==> config.mk <==
export PLATFORM = sky130hd
export DESIGN_NAME = reset_sequencer
export DESIGN_NICKNAME = d
export VERILOG_FILES = /design/src/rtl/reset_seq_pkg.sv /design/src/rtl/lock_filter.sv /design/src/rtl/reset_sequencer.sv
export SDC_FILE = /design/constraint.sdc
export NUM_CORES = 1
export LEC_CHECK = 0
export ABC_AREA = 1
export BUFFER_PORTS_ARGS = -buffer_cell sky130_fd_sc_hd__buf_2
export CORE_ASPECT_RATIO = 1.5
export CORE_MARGIN = 5
export CORE_UTILIZATION = 60
export DETAILED_ROUTE_END_ITERATION = 10
export HOLD_SLACK_MARGIN = 0.1
export PLACE_DENSITY = 0.77
export SYNTH_ARGS = -nofsm -noshare
export SYNTH_HDL_FRONTEND = slang
export SYNTH_SLANG_ARGS = --single-unit
==> constraint.sdc <==
create_clock -name clk -period 4.6 [get_ports clk]
set_input_delay 0.92 -clock clk [delete_from_list [all_inputs] [get_ports clk]]
set_output_delay 0.92 -clock clk [all_outputs]
set_load 0.005 [all_outputs]
==> src/rtl/reset_seq_pkg.sv <==
// Shared types and cause codes for the staged reset sequencer.
// Imported by reset_sequencer and its testbench.
package reset_seq_pkg;

  typedef enum logic [1:0] {
    HOLD      = 2'd0,
    WAIT_LOCK = 2'd1,
    RELEASE   = 2'd2,
    RUN       = 2'd3
  } seq_state_e;

  localparam logic [1:0] CAUSE_RST  = 2'b01;
  localparam logic [1:0] CAUSE_SOFT = 2'b10;
  localparam logic [1:0] CAUSE_LOCK = 2'b11;

  // Lock loss outranks a soft request when both arrive together.
  function automatic logic [1:0] event_cause(input logic lock_loss);
    if (lock_loss) begin
      return CAUSE_LOCK;
    end else begin
      return CAUSE_SOFT;
    end
  endfunction

endpackage

==> src/rtl/lock_filter.sv <==
// Consecutive-count qualifier: ok goes high once `in` has been high for
// LOCK_FILT back-to-back cycles; a single low cycle or clr restarts it.
module lock_filter #(
  parameter int LOCK_FILT = 4,
  parameter int CNT_W     = 8
) (
  input  logic clk,
  input  logic rst,
  input  logic clr,
  input  logic in,
  output logic ok
);

  localparam logic [CNT_W-1:0] FILT_MAX = CNT_W'(LOCK_FILT);

  logic [CNT_W-1:0] cnt_q;
  logic [CNT_W-1:0] cnt_d;

  // Saturating run-length count of high samples.
  always_comb begin
    cnt_d = cnt_q;
    if (clr || !in) begin
      cnt_d = '0;
    end else if (cnt_q >= FILT_MAX) begin
      cnt_d = cnt_q;
    end else begin
      cnt_d = cnt_q + 1'b1;
    end
  end

  // Count register.
  always_ff @(posedge clk) begin
    if (rst) begin
      cnt_q <= '0;
    end else begin
      cnt_q <= cnt_d;
    end
  end

  assign ok = (cnt_q >= FILT_MAX);

endmodule

==> src/rtl/reset_sequencer.sv <==
// Per-domain staged reset release: hold, wait for a qualified PLL lock,
// then drop stage_rst[0..N-1] one by one; re-sequences on soft request or lock loss.
module reset_sequencer
  import reset_seq_pkg::*;
#(
  parameter int N_STAGES    = 3,
  parameter int HOLD_CYCLES = 16,
  parameter int STAGE_GAP   = 8,
  parameter int LOCK_FILT   = 4,
  parameter int CNT_W       = 8
) (
  input  logic                clk,
  input  logic                rst,
  input  logic                soft_rst_req,
  input  logic                lock_ok,
  output logic [N_STAGES-1:0] stage_rst,
  output logic                seq_done,
  output logic                busy,
  output logic [1:0]          rst_cause
);

  localparam int               REL_W      = $clog2(N_STAGES + 1);
  localparam logic [CNT_W-1:0] HOLD_LAST  = CNT_W'(HOLD_CYCLES - 1);
  localparam logic [CNT_W-1:0] GAP_LAST   = CNT_W'(STAGE_GAP - 1);
  localparam logic [CNT_W-1:0] CNT_MAX    = '1;
  localparam logic [REL_W-1:0] LAST_STAGE = REL_W'(N_STAGES - 1);

  seq_state_e          state_q, state_d;
  logic [CNT_W-1:0]    hold_cnt_q, hold_cnt_d;
  logic [CNT_W-1:0]    gap_cnt_q, gap_cnt_d;
  logic [REL_W-1:0]    rel_q, rel_d;
  logic [N_STAGES-1:0] stage_rst_q, stage_rst_d;
  logic                seq_done_q, seq_done_d;
  logic                busy_q, busy_d;
  logic [1:0]          cause_q, cause_d;
  logic                lock_qual;
  logic                lock_loss;
  logic                filt_clr;

  function automatic logic [CNT_W-1:0] sat_inc(input logic [CNT_W-1:0] v);
    if (v == CNT_MAX) begin
      return v;
    end else begin
      return v + 1'b1;
    end
  endfunction

  // Lock dropping only matters once stages have started to release.
  assign lock_loss = !lock_ok && ((state_q == RELEASE) || (state_q == RUN));
  assign filt_clr  = (state_q != WAIT_LOCK) || soft_rst_req;

  lock_filter #(
    .LOCK_FILT (LOCK_FILT),
    .CNT_W     (CNT_W)
  ) u_lock_filter (
    .clk (clk),
    .rst (rst),
    .clr (filt_clr),
    .in  (lock_ok),
    .ok  (lock_qual)
  );

  // Next-state and next-output logic.
  always_comb begin
    state_d     = state_q;
    hold_cnt_d  = hold_cnt_q;
    gap_cnt_d   = gap_cnt_q;
    rel_d       = rel_q;
    stage_rst_d = stage_rst_q;
    seq_done_d  = seq_done_q;
    cause_d     = cause_q;

    if (lock_loss || soft_rst_req) begin
      state_d     = HOLD;
      hold_cnt_d  = '0;
      gap_cnt_d   = '0;
      rel_d       = '0;
      stage_rst_d = '1;
      seq_done_d  = 1'b0;
      cause_d     = event_cause(lock_loss);
    end else begin
      case (state_q)
        HOLD: begin
          if (hold_cnt_q >= HOLD_LAST) begin
            state_d    = WAIT_LOCK;
            hold_cnt_d = '0;
          end else begin
            hold_cnt_d = sat_inc(hold_cnt_q);
          end
        end
        WAIT_LOCK: begin
          if (lock_qual) begin
            stage_rst_d[0] = 1'b0;
            rel_d          = REL_W'(1);
            gap_cnt_d      = '0;
            if (N_STAGES == 1) begin
              state_d    = RUN;
              seq_done_d = 1'b1;
            end else begin
              state_d = RELEASE;
            end
          end else begin
            state_d = WAIT_LOCK;
          end
        end
        RELEASE: begin
          if (gap_cnt_q >= GAP_LAST) begin
            // rel_q indexes the next stage still held in reset.
            for (int k = 0; k < N_STAGES; k++) begin
              stage_rst_d[k] = (rel_q == REL_W'(k)) ? 1'b0 : stage_rst_q[k];
            end
            rel_d     = rel_q + 1'b1;
            gap_cnt_d = '0;
            if (rel_q == LAST_STAGE) begin
              state_d    = RUN;
              seq_done_d = 1'b1;
            end else begin
              state_d = RELEASE;
            end
          end else begin
            gap_cnt_d = sat_inc(gap_cnt_q);
          end
        end
        RUN: begin
          state_d = RUN;
        end
        default: begin
          state_d     = HOLD;
          hold_cnt_d  = '0;
          gap_cnt_d   = '0;
          rel_d       = '0;
          stage_rst_d = '1;
          seq_done_d  = 1'b0;
        end
      endcase
    end

    busy_d = (state_d != RUN);
  end

  // State and output registers; rst overrides everything.
  always_ff @(posedge clk) begin
    if (rst) begin
      state_q     <= HOLD;
      hold_cnt_q  <= '0;
      gap_cnt_q   <= '0;
      rel_q       <= '0;
      stage_rst_q <= '1;
      seq_done_q  <= 1'b0;
      busy_q      <= 1'b1;
      cause_q     <= CAUSE_RST;
    end else begin
      state_q     <= state_d;
      hold_cnt_q  <= hold_cnt_d;
      gap_cnt_q   <= gap_cnt_d;
      rel_q       <= rel_d;
      stage_rst_q <= stage_rst_d;
      seq_done_q  <= seq_done_d;
      busy_q      <= busy_d;
      cause_q     <= cause_d;
    end
  end

  assign stage_rst = stage_rst_q;
  assign seq_done  = seq_done_q;
  assign busy      = busy_q;
  assign rst_cause = cause_q;

endmodule

### Word level (Yosys, flattened, before mapping)

Cells that the tools add are included.

* $add $sub $neg: 4
* magnitude comparators: 3
* eq/ne operators: 14
* mux-type cells: 20
* reduce and logical (&&, ||, !) cells: 17

Operators with widths (number)
* 8-bit two-way mux: 5
* 8-bit by 1-bit adder with 8-bit output (second input constant): 3
* 8-bit == test (second input constant): 2
* 8-bit by 3-bit >= comparator with 1-bit output (second input constant): 2
* 8-bit case mux with 2 select lines: 1
* 2-bit two-way mux: 6
* 3-bit AND reduction: 4
* 8-bit by 4-bit >= comparator with 1-bit output (second input constant): 1
* 2-bit case mux with 4 select lines: 1
* 2-bit == test (second input constant): 3
* 2-bit by 1-bit inequality test with 1-bit output (second input constant): 3
* 2-bit inequality test (second input constant): 3
* 1-bit two-way mux: 5
* 2-bit by 1-bit == test with 1-bit output (second input constant): 2
* 2-bit logical NOT: 2
* 1-bit logical OR: 4
* 2-bit case mux with 2 select lines: 1
* 4-bit AND reduction: 1
* 2-bit OR reduction: 2
* 3-bit inequality test (second input constant): 1
* 2-bit by 1-bit adder with 2-bit output (second input constant): 1
* 1-bit case mux with 2 select lines: 1
* 2-bit AND reduction: 1
* 2-bit nonzero test: 1
* 2 further kinds: 2

* flip-flop bits (word level): 35
* output and inout port bits: 7
* word-level logic and storage cells: 69

### Longest topological paths before layout

Gate-level depths: netlist of the first run.

* word-level depth: 6
* depth in mapped cells: 9
* depth with buffers taken out: 9

### Hierarchy

From an unflattened synthesis of the first run, not the netlist that was laid out.

* cell total of the unflattened synthesis: 202
* area total of the unflattened synthesis: 1619.1 um2

Modules (own cells, without submodules)
* reset_sequencer: instances 1, cells each 161, area each 1291.2 um2, seq. area each 540.5 um2
* lock_filter: instances 1, cells each 41, area each 327.8 um2, seq. area each 160.2 um2

### Worst setup path before layout of the first run

OpenSTA, ideal clock, no wires.

* kind: input -> register
* start: in soft_rst_req
* end: reg busy_q, in the netlist busy
* data arrival time: 1.507 ns
* data required time: 4.479 ns
* setup slack: 2.972 ns
* cell stages on the path: 7
* path buffers: 1
* path through: inv_1 -> o21ai_2 -> nor2_4 -> buf_6 -> nand2_2 -> nor2_4 -> nand3_1

* cells in the longest elaborated chain, start to end: 3

RTL lines
* start, declared: RTL line reset_sequencer.sv:14 `input logic soft_rst_req,`
* 1-bit logical OR: RTL line reset_sequencer.sv:73 `if (lock_loss || soft_rst_req) begin`
* 2-bit two-way mux: RTL line reset_sequencer.sv:73
* 2-bit inequality test: RTL line reset_sequencer.sv:138 `busy_d = (state_d != RUN);`
* end signal, assigned: RTL line reset_sequencer.sv:159 `busy_q <= busy_d;`
* end, declared: RTL line reset_sequencer.sv:34 `logic busy_q, busy_d;`

Every way passes these cells.
A chain may end at the register's enable or synchronous reset.

### Final worst setup path of the first run

* start: reg state_q[0]
* end: reg gap_cnt_q[0]

* cells in the longest elaborated chain, start to end: 5

RTL lines
* start, declared: RTL line reset_sequencer.sv:28 `seq_state_e state_q, state_d;`
* start signal, assigned: RTL line reset_sequencer.sv:153 `state_q <= state_d;`
* branches (longest 5 deep; another with 3-bit inequality test)
* end signal, assigned: RTL line reset_sequencer.sv:155 `gap_cnt_q <= gap_cnt_d;`
* end, declared: RTL line reset_sequencer.sv:30 `logic [CNT_W-1:0] gap_cnt_q, gap_cnt_d;`

Several ways; the timed one is not identified.

==> results.sh, run 1 <==
export IMPL_cts_root_buf="clkbuf_8"
export IMPL_grt_pass1_vias=1251
export IMPL_cpPeakStageDelay_ps=460
export IMPL_die_h_um=73.18
export IMPL_routed_wl_mm=2.685
export IMPL_synth_cell_types=24
export IMPL_synth_enable_flop_cells=0
export IMPL_yosysWarnings=0
export IMPL_grt_first_pass_wirelength_mm=4.912
export IMPL_rsz0062_at_grt="no"
export IMPL_hold_buffers=0
export IMPL_setup_tns_ps=0
export IMPL_cap_violations=0
export IMPL_core_area_um2=2619
export IMPL_grt_ovfl_total=0
export IMPL_hold_viol=0
export IMPL_postCtsResizedCells=0
export IMPL_finalInstanceArea_um2=1758
export IMPL_start_kind="flop"
export IMPL_grt_use_total=0.1721
export IMPL_finalCritPeriodShare=0.3857
export IMPL_syn_to_final_growth_pct=10.11
export IMPL_tightest_slew_ps=572.4
export IMPL_ir_drop_uv=230.6
export IMPL_syn_mean_instance_area_um2=8.023
export IMPL_vias=1241
export IMPL_cp_top_family="simple AND/OR/NAND/NOR gates"
export IMPL_end_kind="flop"
export IMPL_max_freq_ghz=0.5637
export IMPL_crit_required_ps=4780
export IMPL_num_antenna_cells=0
export IMPL_ys_seq_area_frac=0.4389
export IMPL_placement_io_buffers=10
export IMPL_nNetsFinal=230
export IMPL_cts_sinks=35
export IMPL_synth_top_area_share=0.4389
export IMPL_placed_area_um2=1665
export IMPL_timing_rr_start="state_q[0]$_SDFF_PP0_"
export IMPL_viasPerCell=4.944
export IMPL_setup_viol=0
export IMPL_grt_max_degree=14
export IMPL_io_pins=11
export IMPL_slowest_stage="nor2_2"
export IMPL_clkLatencyLatePin_ps=290
export IMPL_post_cts_buffers=0
export IMPL_skew_ps=5.525
export IMPL_worst_setup_hold_path_clk_slew_ps=80
export IMPL_rows=23
export IMPL_p_total_w=0.0005432
export IMPL_wl_per_cell_um=10.70
export IMPL_fin_crit_ps=1774
export IMPL_syn_inst=199
export IMPL_critical_path_startpoint="state_q[0]$_SDFF_PP0_"
export IMPL_synthTopCellsByCount="nand2_1, dfxtp_1, inv_1, nor2_1, ha_1"
export IMPL_drt_initial_drc_count=15
export IMPL_clockBufferDepth=2
export IMPL_firstDrtPassIters=4
export IMPL_hp_start="u_lock_filter.cnt_q[4]$_SDFFE_PP0N_"
export IMPL_relSlewSlack=0.6180
export IMPL_critPathBufInv=2
export IMPL_antenna_found_initial=0
export IMPL_numCtsBuffers=5
export IMPL_gp_congestion=0.8632
export IMPL_dieArea_um2=3814
export IMPL_status="finished, final reports clean"
export IMPL_tritoncts="done"
export IMPL_dp_hpwl_mm=2.182
export IMPL_yosysMostFrequentCell="nand2_1"
export IMPL_drive_gt1_frac=0.1869
export IMPL_syn_num_nets=216
export IMPL_yosys_most_used_dff="dfxtp_1"
export IMPL_synth_area_top_cells="dfxtp_1, ha_1, nand2_1"
export IMPL_crit_fanout=12
export IMPL_power_density_nw_per_um2=309.0
export IMPL_worstHoldPathType="reg2reg"
export IMPL_yosys_area_top_type="dfxtp_1"
export IMPL_slew_viol_final=0
export IMPL_drc=0
export IMPL_synth_seq_cells=35
export IMPL_start_util=0.6097
export IMPL_cp_cell_sequence="inv_1 > ha_1 > inv_1 > nor2_2 > nand2_1 > nand2_1 > nor2_1"
export IMPL_ys_async_sr_fraction=0
export IMPL_ant_nets=0
export IMPL_netlist_area_um2=1597
export IMPL_die_w_um=52.12
export IMPL_cts_htree_levels=2
export IMPL_p_leak_nw=0.7101
export IMPL_nFillCells=232
export IMPL_cp_arrival_ps=1960
export IMPL_path_class="reg2reg"
==> kinds of logic after synthesis <==
logic type | Yosys count | share of synthesized area
AND/OR/NAND/NOR | 96 | 0.2908
buffers and inverters | 35 | 0.09247
flip-flops | 35 | 0.4389
AO/OA/AOI/OAI | 18 | 0.06505
adder cells (fa/ha/maj) | 13 | 0.1019
XOR/XNOR | 2 | 0.01097
==> state kept, by name, indices dropped and copies added, names as in the netlist <==
name and count:
busy 1, gap_cnt_q 8, hold_cnt_q 8, rel_q 2
rst_cause 2, seq_done 1, stage_rst 3, state_q 2
u_lock_filter.cnt_q 8
==> layout by cell type (no fill, tap or decap), types with 2 or more instances in the layout <==
master	n
inv_1	29
xor2_1	2
dfxtp_1	35
nor2_1	29
nand3_1	11
inv_2	3
nand4_1	3
clkinvlp_4	2
nand2_1	36
nor3_2	3
o21ai_0	6
nor2_2	6
a21oi_1	7
ha_1	13
buf_2	10
o21ai_2	3
clkbuf_8	5
nor2_4	3
==> per-stage QoR <==
step / cells / hold slack [ps] / setup WS (ps) / utilization
finish: 251 / 438.1 / 2826 / 0.6713
global route: 251 / 462.8 / 2652 / 0.6713
CTS: 251 / 441.7 / 2805 / 0.6713
detailed placement: 243 / 430.6 / 2712 / 0.6359
global placement: 243 / 426.2 / 2758 / 0.6359
floorplan: 199 / 417.5 / 2972 / -
==> tightest hold or removal path, cell delays in order (launching register included) <==
cell	delay, ps
dfxtp_1	320
inv_1	50
nor2_1	30
==> worst paths after layout <==
check,endpoint,slack (ps),depth (start not counted)
worst min-delay path,u_lock_filter.cnt_q[4]$_SDFFE_PP0N_,440,2
worst min register to register,u_lock_filter.cnt_q[4]$_SDFFE_PP0N_,440,2
worst max register to register,gap_cnt_q[0]$_SDFFE_PP0P_,2830,7
worst max-delay path,gap_cnt_q[0]$_SDFFE_PP0P_,2830,7
==> where the power goes <==
group / switching (W) / internal [W]
Sequential: 0.00000147 / 0.000305
Combinational: 0.00000924 / 0.00000507
Clock: 0.000114 / 0.000108
Total: 0.000125 / 0.000418
==> area by class of cell <==
class,count,area [µm²],area share
Multi-Input combinational cell,129,748.2,0.4256
Clock inverter,3,23.77,0.01352
Clock buffer,5,68.82,0.03915
Sequential cell,35,700.7,0.3986
Inverter,32,120.1,0.06833
Tap cell,37,46.29,0.02633
Timing Repair Buffer,10,50.05,0.02847
==> metal layers <==
layer | vias up | global-route usage | routed length [µm]
met5 | - | 0 | 0
met4 | 0 | 0.08746 | 64
met3 | 8 | 0.05930 | 86
met2 | 15 | 0.3175 | 1539
met1 | 575 | 0.1613 | 994
li1 | 643 | - | -
Power figures use the tool's default switching activity.
==> run 2, diff against run 1 <==
Settings changed: ABC_AREA 1 to 0, CORE_UTILIZATION 60 to 52, PLACE_DENSITY 0.77 to 0.71.
Clock period 4.6 ns to 1.44 ns, I/O delays scaled along.
==> run 2 against run 1 <==
Combinational power grew to 4.9 times the previous value. Sequential power rose to 3.2 times the previous value. First-iteration DRC count rose by 93%. Via count rose by 7.5%. Critical path type unchanged. Clock power increased to 3.5 times the previous value. Global-route usage is 2.0 points higher. Synthesized cell count down 16%. Count of clock-buffer cells in the layout rose by 3. The flow now finishes with violations (setup timing).
==> results.sh, run 2 <==
export IMPL_status="finished with violations"
export IMPL_violations="setup timing"
export IMPL_tritoncts="done"
export IMPL_cp_top_family="simple AND/OR/NAND/NOR gates"
export IMPL_cp_arrival_ps=1820
export IMPL_cts_root_buf="clkbuf_8"
export IMPL_nFillCells=206
export IMPL_cpPeakStageDelay_ps=400
export IMPL_synth_seq_cells=35
export IMPL_grt_use_total=0.1923
export IMPL_core_area_um2=2913
export IMPL_rows=24
export IMPL_clockBufferDepth=2
export IMPL_reg_top3="gap_cnt_q (8), hold_cnt_q (8), u_lock_filter.cnt_q (8)"
export IMPL_mostFrequentLayoutCells="dfxtp_1, buf_4, nand2_1, nor2_1, buf_2"
export IMPL_synthTopCellsByCount="dfxtp_1, nor2_1, nand2_1"
export IMPL_path_class="reg2reg"
export IMPL_critPathBufInv=0
export IMPL_slowest_stage="dfxtp_4"
export IMPL_critical_path_startpoint="state_q[0]$_SDFF_PP0_"
export IMPL_grt_max_degree=11
export IMPL_grt_pass1_vias=1436
export IMPL_hold_viol=0
export IMPL_antenna_found_initial=0
export IMPL_grt_ovfl_total=0
export IMPL_dp_hpwl_mm=2.556
export IMPL_power_switching_w=0.0003686
export IMPL_cap_violations=0
export IMPL_gp_congestion=0.7782
export IMPL_dieArea_um2=4262
export IMPL_clockPowerShare=0.422
export IMPL_viasPerCell=5.294
export IMPL_intPower_w=0.001444
export IMPL_worstHoldPathType="in2reg"
export IMPL_start_kind="flop"
export IMPL_grt_first_pass_wirelength_mm=6.044
export IMPL_timing_rr_start="state_q[0]$_SDFF_PP0_"
export IMPL_yosys_most_used_dff="dfxtp_1"
export IMPL_worst_slack_ps=-192.9
export IMPL_ys_seq_area_frac=0.4437
export IMPL_hold_buffers=0
export IMPL_yosys_area_top_type="dfxtp_1"
export IMPL_num_antenna_cells=0
export IMPL_fin_crit_ps=1633
export IMPL_synth_area_top_cells="dfxtp_1, ha_1, nor2_1"
export IMPL_syn_to_final_growth_pct=36.93
export IMPL_swShare=0.2034
export IMPL_crit_fanout=4
export IMPL_max_freq_ghz=0.6124
export IMPL_routed_wl_mm=3.728
export IMPL_hp_start="rst"
export IMPL_cts_htree_levels=2
export IMPL_die_h_um=77.49
export IMPL_nNetsFinal=229
export IMPL_p_leak_nw=0.8938
export IMPL_power_density_nw_per_um2=838.4
export IMPL_setup_viol=14
export IMPL_yosysMostFrequentCell="dfxtp_1"
export IMPL_reg2reg_to="busy$_SDFF_PP1_"
export IMPL_firstDrtPassIters=4
export IMPL_relSlewSlack=0.7896
export IMPL_syn_mean_instance_area_um2=9.455
export IMPL_die_w_um=55.00
export IMPL_tightest_slew_ps=311.5
export IMPL_numCtsBuffers=5
export IMPL_syn_num_nets=184
export IMPL_clkLatencyLatePin_ps=290
export IMPL_drc=0
export IMPL_drive_gt1_frac=0.4038
export IMPL_slew_viol_final=0
export IMPL_ir_drop_uv=837.7
export IMPL_cts_sinks=35
export IMPL_synth_cell_types=41
export IMPL_start_util=0.5421
export IMPL_path_depth=5
export IMPL_holdPathStages=2
export IMPL_wl_per_cell_um=14.79
export IMPL_cp_cell_sequence="ha_4 > or3b_4 > nor2_1 > o32ai_4 > a21bo_2"
export IMPL_ys_async_sr_fraction=0
export IMPL_fin_cells=252
export IMPL_io_pins=11
export IMPL_r2r_cells=5
export IMPL_worst_setup_hold_path_clk_slew_ps=70
export IMPL_crit_required_ps=1620
export IMPL_ant_nets=0
export IMPL_synth_top_area_share=0.4437
export IMPL_finalCritPeriodShare=1.134
export IMPL_power_frac_comb=0.039
export IMPL_drt_initial_drc_count=29
export IMPL_end_kind="flop"
export IMPL_vias=1334
export IMPL_r2r_setup_slack_ps=-190
export IMPL_hold_end="rst_cause[1]$_SDFFE_PP0P_"
export IMPL_placed_cells=239
export IMPL_placement_io_buffers=10
export IMPL_power_frac_seq=0.539
export IMPL_netlist_area_um2=1579
export IMPL_rsz0062_at_grt="yes"
export IMPL_synth_enable_flop_cells=0
export IMPL_final_common_cell="dfxtp_1"
export IMPL_utilization=0.7423
export IMPL_skew_ps=4.430
export IMPL_yosysWarnings=0
export IMPL_syn_inst=167
## run 2: worst register-to-register path: cells and delay by family (launching register included)
kind	cells	cell delay, ps
compound gates	2	350
fa+ha+maj	1	140
flops	1	400
simple gates	2	640
## run 2: layout make-up
| type | count | area (µm²) | share of cell area |
|---|---|---|---|
| multi-input cells | 119 | 968.4 | 0.4479 |
| well taps | 39 | 48.80 | 0.02257 |
| repair buffers | 42 | 301.5 | 0.1395 |
| inverters | 9 | 36.28 | 0.01678 |
| clock buffers | 8 | 100.1 | 0.04630 |
| flip-flops and latches | 35 | 706.9 | 0.3270 |
## run 2: routing by layer
layer / up-vias / wire, µm / track usage
met4: 0 / 114 / 0.09976
met5: - / 0 / 0
met1: 641 / 1304 / 0.1846
met2: 16 / 2217 / 0.3460
met3: 11 / 92 / 0.05556
li1: 666 / - / -
## run 2: worst max-delay path by stage
stage | endpoint | slack [ps]
2_1_floorplan | rel_q[0]$_SDFFE_PP0P_ | -90
3_3_place_gp | busy$_SDFF_PP1_ | -120
3_5_place_dp | busy$_SDFF_PP1_ | -150
4_1_cts | rel_q[0]$_SDFFE_PP0P_ | -150
5_1_grt | gap_cnt_q[5]$_SDFFE_PP0P_ | -240
6_report | busy$_SDFF_PP1_ | -190
## run 2: repair_timing
item                                    in CTS  in global routing
endpoints found under the setup margin      21                 23
pin swaps                                    6                 11
setup buffers                                1                  4
hold endpoints to repair                     0                  0
cloned                                       0                  0
resized for setup                            9                 18
## run 2: cells by family (layout without fill, tap and decap cells)
family | after synthesis | count (layout) | share of synthesized area
AOI/OAI and AO/OA | 33 | 33 | 0.1561
xor gates and xnor gates | 5 | 5 | 0.02774
adders and majority gates | 13 | 13 | 0.1030
buffers and inverters | 13 | 59 | 0.03566
DFF | 35 | 35 | 0.4437
muxes | 2 | 2 | 0.01268
and+or+nand+nor | 66 | 66 | 0.2211
## run 2: power by group through the flow
stage	Combinational, W	Sequential (W)	Clock [W]
after detailed placement	0.0000572	0.000999	0
final	0.0000700	0.000977	0.000766
after global routing	0.0000758	0.000977	0.000833
after floorplan	0.0000281	0.00100	0
after global placement	0.0000541	0.000998	0
after CTS	0.0000592	0.000977	0.000778
## run 2: stage by stage
step           area, µm²  TNS [ps]  setup slack (ps)  hold slack, ps  power [W]
2_1_floorplan       1633    -563.9            -87.76           357.1   0.001028
3_3_place_gp        1907     -1183            -124.1           429.2   0.001052
3_5_place_dp        1907     -1819            -147.4           433.7   0.001056
4_1_cts             2068     -1281            -152.4           190.4   0.001814
5_1_grt             2162     -2765            -243.1           193.2   0.001885
6_report            2162     -1686            -192.9           194.2   0.001813
